**config.mk**
```make
export PLATFORM = sky130hd
export DESIGN_NAME = pc_fetch_sequencer_flat
export DESIGN_NICKNAME = d
export VERILOG_FILES = /design/src/rtl/mips_pc_pkg.sv /design/src/rtl/pc_fetch_sequencer_if.sv /design/src/rtl/pc_target_calc.sv /design/src/rtl/pc_fetch_sequencer.sv /design/src/flat_wrapper.sv
export SDC_FILE = /design/constraint.sdc
export NUM_CORES = 1
export LEC_CHECK = 0
export BUFFER_PORTS_ARGS = -buffer_cell sky130_fd_sc_hd__buf_4
export CELL_PAD_IN_SITES_DETAIL_PLACEMENT = 1
export CELL_PAD_IN_SITES_GLOBAL_PLACEMENT = 2
export CORE_AREA = 2 2 166 168
export DETAILED_ROUTE_END_ITERATION = 6
export DIE_AREA = 0 0 168 170
export PLACE_DENSITY_LB_ADDON = 0.1
export SYNTH_ARGS = -nofsm -noshare
export SYNTH_HDL_FRONTEND = slang
export SYNTH_SLANG_ARGS = --single-unit
```
**constraint.sdc**
```tcl
create_clock -name clk -period 3.35 [get_ports clk]
set_input_delay 0.1675 -clock clk [delete_from_list [all_inputs] [get_ports clk]]
set_output_delay 0.1675 -clock clk [all_outputs]
set_load 0.02 [all_outputs]
```
**src/rtl/mips_pc_pkg.sv**
```systemverilog
// Shared constants for the MIPS PC fetch/update sequencer: FSM encoding,
// next-PC source encoding and instruction field positions.
package mips_pc_pkg;

  localparam logic [1:0] S_BOOT   = 2'd0;
  localparam logic [1:0] S_FETCH  = 2'd1;
  localparam logic [1:0] S_EXEC   = 2'd2;
  localparam logic [1:0] S_UPDATE = 2'd3;

  localparam int PC_INC = 4;

  localparam logic [2:0] SEL_SEQ = 3'd0;
  localparam logic [2:0] SEL_BR  = 3'd1;
  localparam logic [2:0] SEL_J   = 3'd2;
  localparam logic [2:0] SEL_JR  = 3'd3;
  localparam logic [2:0] SEL_EXC = 3'd4;

  localparam int IMM_MSB         = 15;
  localparam int JUMP_IDX_MSB    = 25;
  localparam int JUMP_REGION_LSB = 28;

  // Exceptions win over every redirect, register jumps over direct jumps,
  // and any jump over a taken branch.
  function automatic logic [2:0] next_pc_select(input logic exc_req,
                                                input logic jump_reg,
                                                input logic jump,
                                                input logic branch_taken);
    logic [2:0] sel;
    sel = SEL_SEQ;
    if (exc_req)           sel = SEL_EXC;
    else if (jump_reg)     sel = SEL_JR;
    else if (jump)         sel = SEL_J;
    else if (branch_taken) sel = SEL_BR;
    return sel;
  endfunction

endpackage

```
**src/rtl/pc_fetch_sequencer_if.sv**
```systemverilog
// Request/acknowledge instruction-memory fetch bus between the sequencer
// (master) and the instruction memory (slave).
interface pc_fetch_sequencer_if #(
  parameter int WORD_LENGTH = 32
);

  logic                   imem_req;
  logic [WORD_LENGTH-1:0] imem_addr;
  logic                   imem_ack;
  logic [WORD_LENGTH-1:0] imem_rdata;

  modport master (
    output imem_req,
    output imem_addr,
    input  imem_ack,
    input  imem_rdata
  );

  modport slave (
    input  imem_req,
    input  imem_addr,
    output imem_ack,
    output imem_rdata
  );

endinterface

```
**src/rtl/pc_target_calc.sv**
```systemverilog
// Combinational next-PC target generator: sequential, branch, jump,
// register jump and exception vector, chosen by an encoded select.
module pc_target_calc
  import mips_pc_pkg::*;
#(
  parameter int                     WORD_LENGTH = 32,
  parameter logic [WORD_LENGTH-1:0] EXC_VECTOR  = 'h8000_0180
) (
  input  logic [WORD_LENGTH-1:0]  pc_current,
  input  logic [JUMP_IDX_MSB:0]   instr_out,
  input  logic [WORD_LENGTH-1:0]  jr_target,
  input  logic [2:0]              select,
  output logic [WORD_LENGTH-1:0]  target
);

  logic [WORD_LENGTH-1:0] pc_plus4;
  logic [WORD_LENGTH-1:0] branch_offset;
  logic [WORD_LENGTH-1:0] jump_target;
  logic [WORD_LENGTH-1:0] jr_aligned;

  assign pc_plus4 = pc_current + WORD_LENGTH'(PC_INC);

  // Word offset: sign-extended 16-bit immediate scaled by 4.
  assign branch_offset = {{(WORD_LENGTH-IMM_MSB-3){instr_out[IMM_MSB]}},
                          instr_out[IMM_MSB:0], 2'b00};

  assign jump_target = {pc_plus4[WORD_LENGTH-1:JUMP_REGION_LSB],
                        instr_out[JUMP_IDX_MSB:0], 2'b00};

  assign jr_aligned = jr_target & ~WORD_LENGTH'(3);

  always_comb begin
    target = pc_plus4;
    case (select)
      SEL_EXC: target = EXC_VECTOR;
      SEL_JR:  target = jr_aligned;
      SEL_J:   target = jump_target;
      SEL_BR:  target = pc_plus4 + branch_offset;
      default: target = pc_plus4;
    endcase
  end

endmodule

```
**src/rtl/pc_fetch_sequencer.sv**
```systemverilog
// Multicycle MIPS fetch/update controller: boots, fetches at the current PC,
// holds the instruction for execute, then loads the selected next PC.
module pc_fetch_sequencer
  import mips_pc_pkg::*;
#(
  parameter int                     WORD_LENGTH       = 32,
  parameter logic [WORD_LENGTH-1:0] DATA_BASE_ADDRESS = 'h40_0000,
  parameter logic [WORD_LENGTH-1:0] EXC_VECTOR        = 'h8000_0180
) (
  input  logic                   clk,
  input  logic                   reset,
  input  logic [WORD_LENGTH-1:0] pc_current,
  output logic                   pc_enable,
  output logic [WORD_LENGTH-1:0] pc_next,
  input  logic                   stall,
  pc_fetch_sequencer_if.master   imem,
  output logic                   instr_valid,
  output logic [WORD_LENGTH-1:0] instr_out,
  input  logic                   exec_done,
  input  logic                   branch_taken,
  input  logic                   jump,
  input  logic                   jump_reg,
  input  logic [WORD_LENGTH-1:0] jr_target,
  input  logic                   exc_req,
  output logic [WORD_LENGTH-1:0] epc,
  output logic [31:0]            retired_count
);

  logic [1:0]             state_q, state_d;
  logic [WORD_LENGTH-1:0] instr_q, instr_d;
  logic [WORD_LENGTH-1:0] pc_next_q, pc_next_d;
  logic [WORD_LENGTH-1:0] epc_q, epc_d;
  logic [31:0]            retired_count_q, retired_count_d;

  logic                   fetch_req;
  logic [2:0]             target_sel;
  logic [WORD_LENGTH-1:0] target;

  assign fetch_req  = (state_q == S_FETCH) && !stall;
  assign target_sel = next_pc_select(exc_req, jump_reg, jump, branch_taken);

  pc_target_calc #(
    .WORD_LENGTH (WORD_LENGTH),
    .EXC_VECTOR  (EXC_VECTOR)
  ) u_target_calc (
    .pc_current (pc_current),
    .instr_out  (instr_q[JUMP_IDX_MSB:0]),
    .jr_target  (jr_target),
    .select     (target_sel),
    .target     (target)
  );

  always_comb begin
    state_d         = state_q;
    instr_d         = instr_q;
    pc_next_d       = pc_next_q;
    epc_d           = epc_q;
    retired_count_d = retired_count_q;
    case (state_q)
      S_BOOT: state_d = S_FETCH;
      S_FETCH: begin
        if (fetch_req && imem.imem_ack) begin
          instr_d = imem.imem_rdata;
          state_d = S_EXEC;
        end
      end
      S_EXEC: begin
        // Redirect inputs are only meaningful in the exec_done cycle.
        if (exec_done) begin
          pc_next_d = target;
          if (exc_req) epc_d = pc_current;
          state_d = S_UPDATE;
        end
      end
      S_UPDATE: begin
        retired_count_d = retired_count_q + 32'd1;
        state_d         = S_FETCH;
      end
      default: state_d = S_BOOT;
    endcase
  end

  always_ff @(posedge clk or negedge reset) begin
    if (!reset) begin
      state_q         <= S_BOOT;
      instr_q         <= '0;
      pc_next_q       <= '0;
      epc_q           <= '0;
      retired_count_q <= '0;
    end else begin
      state_q         <= state_d;
      instr_q         <= instr_d;
      pc_next_q       <= pc_next_d;
      epc_q           <= epc_d;
      retired_count_q <= retired_count_d;
    end
  end

  assign imem.imem_req  = fetch_req;
  assign imem.imem_addr = (state_q == S_FETCH) ? pc_current : '0;
  assign instr_valid    = (state_q == S_EXEC);
  assign pc_enable      = (state_q == S_UPDATE);
  assign instr_out      = instr_q;
  assign pc_next        = pc_next_q;
  assign epc            = epc_q;
  assign retired_count  = retired_count_q;

  // The PC register must have settled to its reset value by the boot cycle.
  boot_pc_check: assert property (@(posedge clk) disable iff (!reset)
    (state_q == S_BOOT) |-> (pc_current == DATA_BASE_ADDRESS));

endmodule

```
**src/flat_wrapper.sv**
```systemverilog
// flat-port wrapper written by rule: the top's interface ports become plain ports
module pc_fetch_sequencer_flat import mips_pc_pkg::*;
#(
  parameter int                     WORD_LENGTH       = 32,
  parameter logic [WORD_LENGTH-1:0] DATA_BASE_ADDRESS = 'h40_0000,
  parameter logic [WORD_LENGTH-1:0] EXC_VECTOR        = 'h8000_0180
)
  (clk, reset, pc_current, pc_enable, pc_next, stall, instr_valid, instr_out, exec_done, branch_taken, jump, jump_reg, jr_target, exc_req, epc, retired_count, imem_imem_req, imem_imem_addr, imem_imem_ack, imem_imem_rdata);
  pc_fetch_sequencer_if #(.WORD_LENGTH(WORD_LENGTH)) imem_i ();
  input  logic clk;
  input  logic reset;
  input  logic [WORD_LENGTH-1:0] pc_current;
  output logic pc_enable;
  output logic [WORD_LENGTH-1:0] pc_next;
  input  logic stall;
  output logic instr_valid;
  output logic [WORD_LENGTH-1:0] instr_out;
  input  logic exec_done;
  input  logic branch_taken;
  input  logic jump;
  input  logic jump_reg;
  input  logic [WORD_LENGTH-1:0] jr_target;
  input  logic exc_req;
  output logic [WORD_LENGTH-1:0] epc;
  output logic [31:0] retired_count;
  output wire logic [$bits(imem_i.imem_req)-1:0] imem_imem_req;
  output wire logic [$bits(imem_i.imem_addr)-1:0] imem_imem_addr;
  input wire logic [$bits(imem_i.imem_ack)-1:0] imem_imem_ack;
  input wire logic [$bits(imem_i.imem_rdata)-1:0] imem_imem_rdata;
  assign imem_imem_req = imem_i.imem_req;
  assign imem_imem_addr = imem_i.imem_addr;
  assign imem_i.imem_ack = imem_imem_ack;
  assign imem_i.imem_rdata = imem_imem_rdata;
  pc_fetch_sequencer #(.WORD_LENGTH(WORD_LENGTH), .DATA_BASE_ADDRESS(DATA_BASE_ADDRESS), .EXC_VECTOR(EXC_VECTOR)) u_core (.clk(clk), .reset(reset), .pc_current(pc_current), .pc_enable(pc_enable), .pc_next(pc_next), .stall(stall), .imem(imem_i), .instr_valid(instr_valid), .instr_out(instr_out), .exec_done(exec_done), .branch_taken(branch_taken), .jump(jump), .jump_reg(jump_reg), .jr_target(jr_target), .exc_req(exc_req), .epc(epc), .retired_count(retired_count));
endmodule
```
==> impl_metrics.ini <==
[run_status]
run_status = complete, no violations

[clock_network]
cts_setup_buffers = 0
clk_path_buf_depth = 2
clk_pin_slew_worst_paths_ns = 0.07
ctsResizeCount = 0
clock-sinks = 130
cts_tree = built
h-tree-depth = 4
cts_buffers = 17
cts_root_buf = clkbuf_16
insertion_delay_ns = 0.43

[placed_design]
place_congestion = 0.831
hpwlAfterDp_um = 24000
place_area_um2 = 11000
portBuffers = 265

[global_routing]
busiest_layer = met2
use_met1_pct = 28.9
overflow = 0
grt_pass1_wl_um = 48800
use_met3_pct = 4.65
grt_max_degree = 79
grt_use_total_pct = 22.1
use_met2_pct = 37.4
grt_pass1_vias = 8511
antenna_found_initial = 1

[yosys]
synth-simple-area-share_pct = 17.0
synth_cell_type_count = 70
avgSynthCellArea_um2 = 9.78
synthArstFlopShare_pct = 100
synthXorXnorAreaFrac_pct = 8.22
synth_top_family_by_area = simple AND/OR/NAND/NOR gates
synth_area_um2 = 8200
ys_warn_count = 0
seq_area_frac_synth_pct = 39.7
syn_nets = 984
synth_mux_area_share_pct = 8.89
synth_edf_count = 0
synthCells = 839
synth_compound_area_share_pct = 16.7
ys_ff_latch = 130
ys.flop_type = dfrtp_1
yosys.area_share.adder_pct = 6.19

[critical_path]
path_class = primary input to flip-flop
cp_slowest_stage_delay_ns = 0.37
end_kind = flip-flop
worstPathRequired_ns = 3.71
arrival_ns = 3.33
crit_top_cell = buf_4
startpoint_type = primary input
worst-path-max-fanout = 6
rrSetupSlack_ns = 0.56
slowest_stage = xor2_1
crit_chain = buf_4 -> buf_4 -> and2_1 -> and4_1 -> nand2_1 -> nor2_1 -> xor2_1 -> ha_1 -> a21o_1 -> a211oi_1 -> or2b_1 -> o2111ai_2 -> a21oi_1 -> o311ai_1 -> o21a_1

[floorplan]
die_w_um = 168
num_rows = 60
die_area_um2 = 28600
core_area_um2 = 26700
die_h_um = 170
io_pins = 268
start_util_pct = 30.8

[route]
detail-route-antenna-nets = 0
drtPass1Iterations = 5
drt_iter0_markers = 333
routed_via_density = 5.05
vias = 7836
drc = 0
wl_per_cell_um = 20.1
routed_wirelength_um = 31300

[timing]
setup_viol_count_final = 0
period_share_pct = 88.6
rsz0062_at_grt = false
max_freq_mhz = 337
fin_skew_ns = 0.0152
fin_crit_ns = 2.97
slew_headroom_pct = 42.0
drv_slew = 0
hold_viol = 0
tightest_slew_ns = 0.867
holdWs_ns = 0.0161

[power]
vdd_ir_drop_max_uv = 363
cellLeakagePower_nw = 5.66
finalPower_w = 0.0104
powerDensity_nw_per_um2 = 865

[finish]
nets = 1344
fill_cells = 3055
multi_input_area_um2 = 4680
seq_area_um2 = 3250
drive_gt1_share_pct = 37.7
synthToLayoutAreaGrowth_pct = 46.2
final_cell_area_um2 = 12000

[worst_hold_path]
hold_class = primary input to flip-flop

[job]
cap_violations = 0
worst paths after layout:
check | to | cells after the start | start
min in group asynchronous | u_core.retired_count[2] | 2 | reset
hold reg to reg | u_core.pc_next[0] | 2 | u_core.pc_next[0]
setup / recovery | u_core.pc_next[26] | 15 | pc_current[3]
setup reg to reg | u_core.pc_next[24] | 12 | u_core.instr_out[0]
hold / removal | u_core.epc[25] | 2 | pc_current[25]
max in group asynchronous | u_core.pc_next[26] | 3 | reset
cells by family after synthesis:
family / after synthesis
AO/OA/AOI/OAI: 200
XOR/XNOR: 77
adder cells (fa/ha/maj): 40
buffers and inverters: 56
flip-flops: 130
multiplexers: 65
AND/OR/NAND/NOR: 271
metrics by stage:
step | setup TNS, ns | cells | utilization, % | setup slack [ns]
floorplan | 0 | 839 | - | 0.344
CTS | 0 | 1552 | 45.0 | 0.368
global placement | -0.0336 | 1484 | 41.3 | -0.0336
detailed placement | -0.105 | 1484 | 41.3 | -0.0855
finish | 0 | 1553 | 45.0 | 0.380
global route | 0 | 1553 | 45.0 | 0.0815
Yosys cell counts (6+ instances only):
library cell  count  share of area (%)
dfrtp_1         130                 40
o21ai_0          42                2.6
and3_1           15                1.1
xnor2_1          53                5.7
nor2_1           52                2.4
a21oi_1          52                3.2
or3_1             6               0.46
a221oi_1         11                1.2
o21a_1            6               0.55
and2_1           39                3.0
nand3_1          20                1.2
a211oi_1          6               0.55
ha_1             39                5.9
a31oi_1          11               0.84
inv_1            20               0.92
nand4_1          19                1.4
o22ai_1           6               0.46
nor3_1           12               0.73
clkbuf_1         21               0.96
mux2_2           63                8.6
a222oi_1         10                1.2
nand2_1          70                3.2
xor2_1           24                2.6
nor2b_1           9               0.69
a21o_1            9               0.82
and4_1            8               0.85
o21ai_1           9               0.55
final cells by class:
type	count	area share [%]
Antenna cell	1	0.0209
Sequential cell	130	27.1
Inverter	20	0.626
Multi-Input combinational cell	653	39.0
Timing Repair Buffer	377	24.5
Clock inverter	14	1.59
Clock buffer	17	3.55
Tap cell	341	3.56
state kept, by name, summed over array words and instances (netlist names):
name	cells
u_core.state_q	2
u_core.retired_count	32
u_core.epc	32
u_core.pc_next	32
u_core.instr_out	32
cell usage in the layout, fill, tap and decap left out, types with 4 or more instances in the layout:
cell type,n
buf_4,338
dfrtp_1,130
nand2_1,68
mux2_2,63
xnor2_1,53
nor2_1,52
a21oi_1,52
o21ai_0,42
and2_1,39
ha_1,39
dlygate4sd3_1,37
xor2_1,24
inv_1,20
nand3_1,20
nand4_1,19
clkbuf_16,17
and3_1,15
nor3_1,12
a221oi_1,11
a31oi_1,11
a222oi_1,10
a21o_1,9
o21ai_1,9
and4_1,8
nor2b_1,8
or3_1,6
o21a_1,6
a211oi_1,6
o22ai_1,6
o21bai_1,5
inv_6,5
a221o_1,4
critical path, delay by kind of cell:
| kind | cells | cell delay (ns) |
|---|---|---|
| adders and majority gates | 1 | 0.33 |
| AOI/OAI and AO/OA | 6 | 1.23 |
| buffers and inverters | 2 | 0.20 |
| xor gates and xnor gates | 1 | 0.37 |
| and+or+nand+nor | 5 | 1.02 |
report_power, final:
part	switching (W)	internal [W]	leakage, nW
combinational	0.00307	0.00257	3.74
clock	0.000851	0.00119	0.293
sequential	0.000509	0.00218	1.63
total	0.00443	0.00595	5.66
layer usage:
| layer | wire length, um | vias up |
|---|---|---|
| met5 | 0 | - |
| met4 | 402 | 0 |
| met3 | 1490 | 22 |
| met2 | 14900 | 176 |
| met1 | 14400 | 3871 |
| li1 | - | 3767 |
what timing repair did:
| action | CTS | global route |
|---|---|---|
| hold buffers | 37 | 0 |
| endpoints found under the setup margin | 0 | 0 |
| hold endpoints to repair | 115 | 0 |
Note: power is estimated with default switching activity, not from simulation.
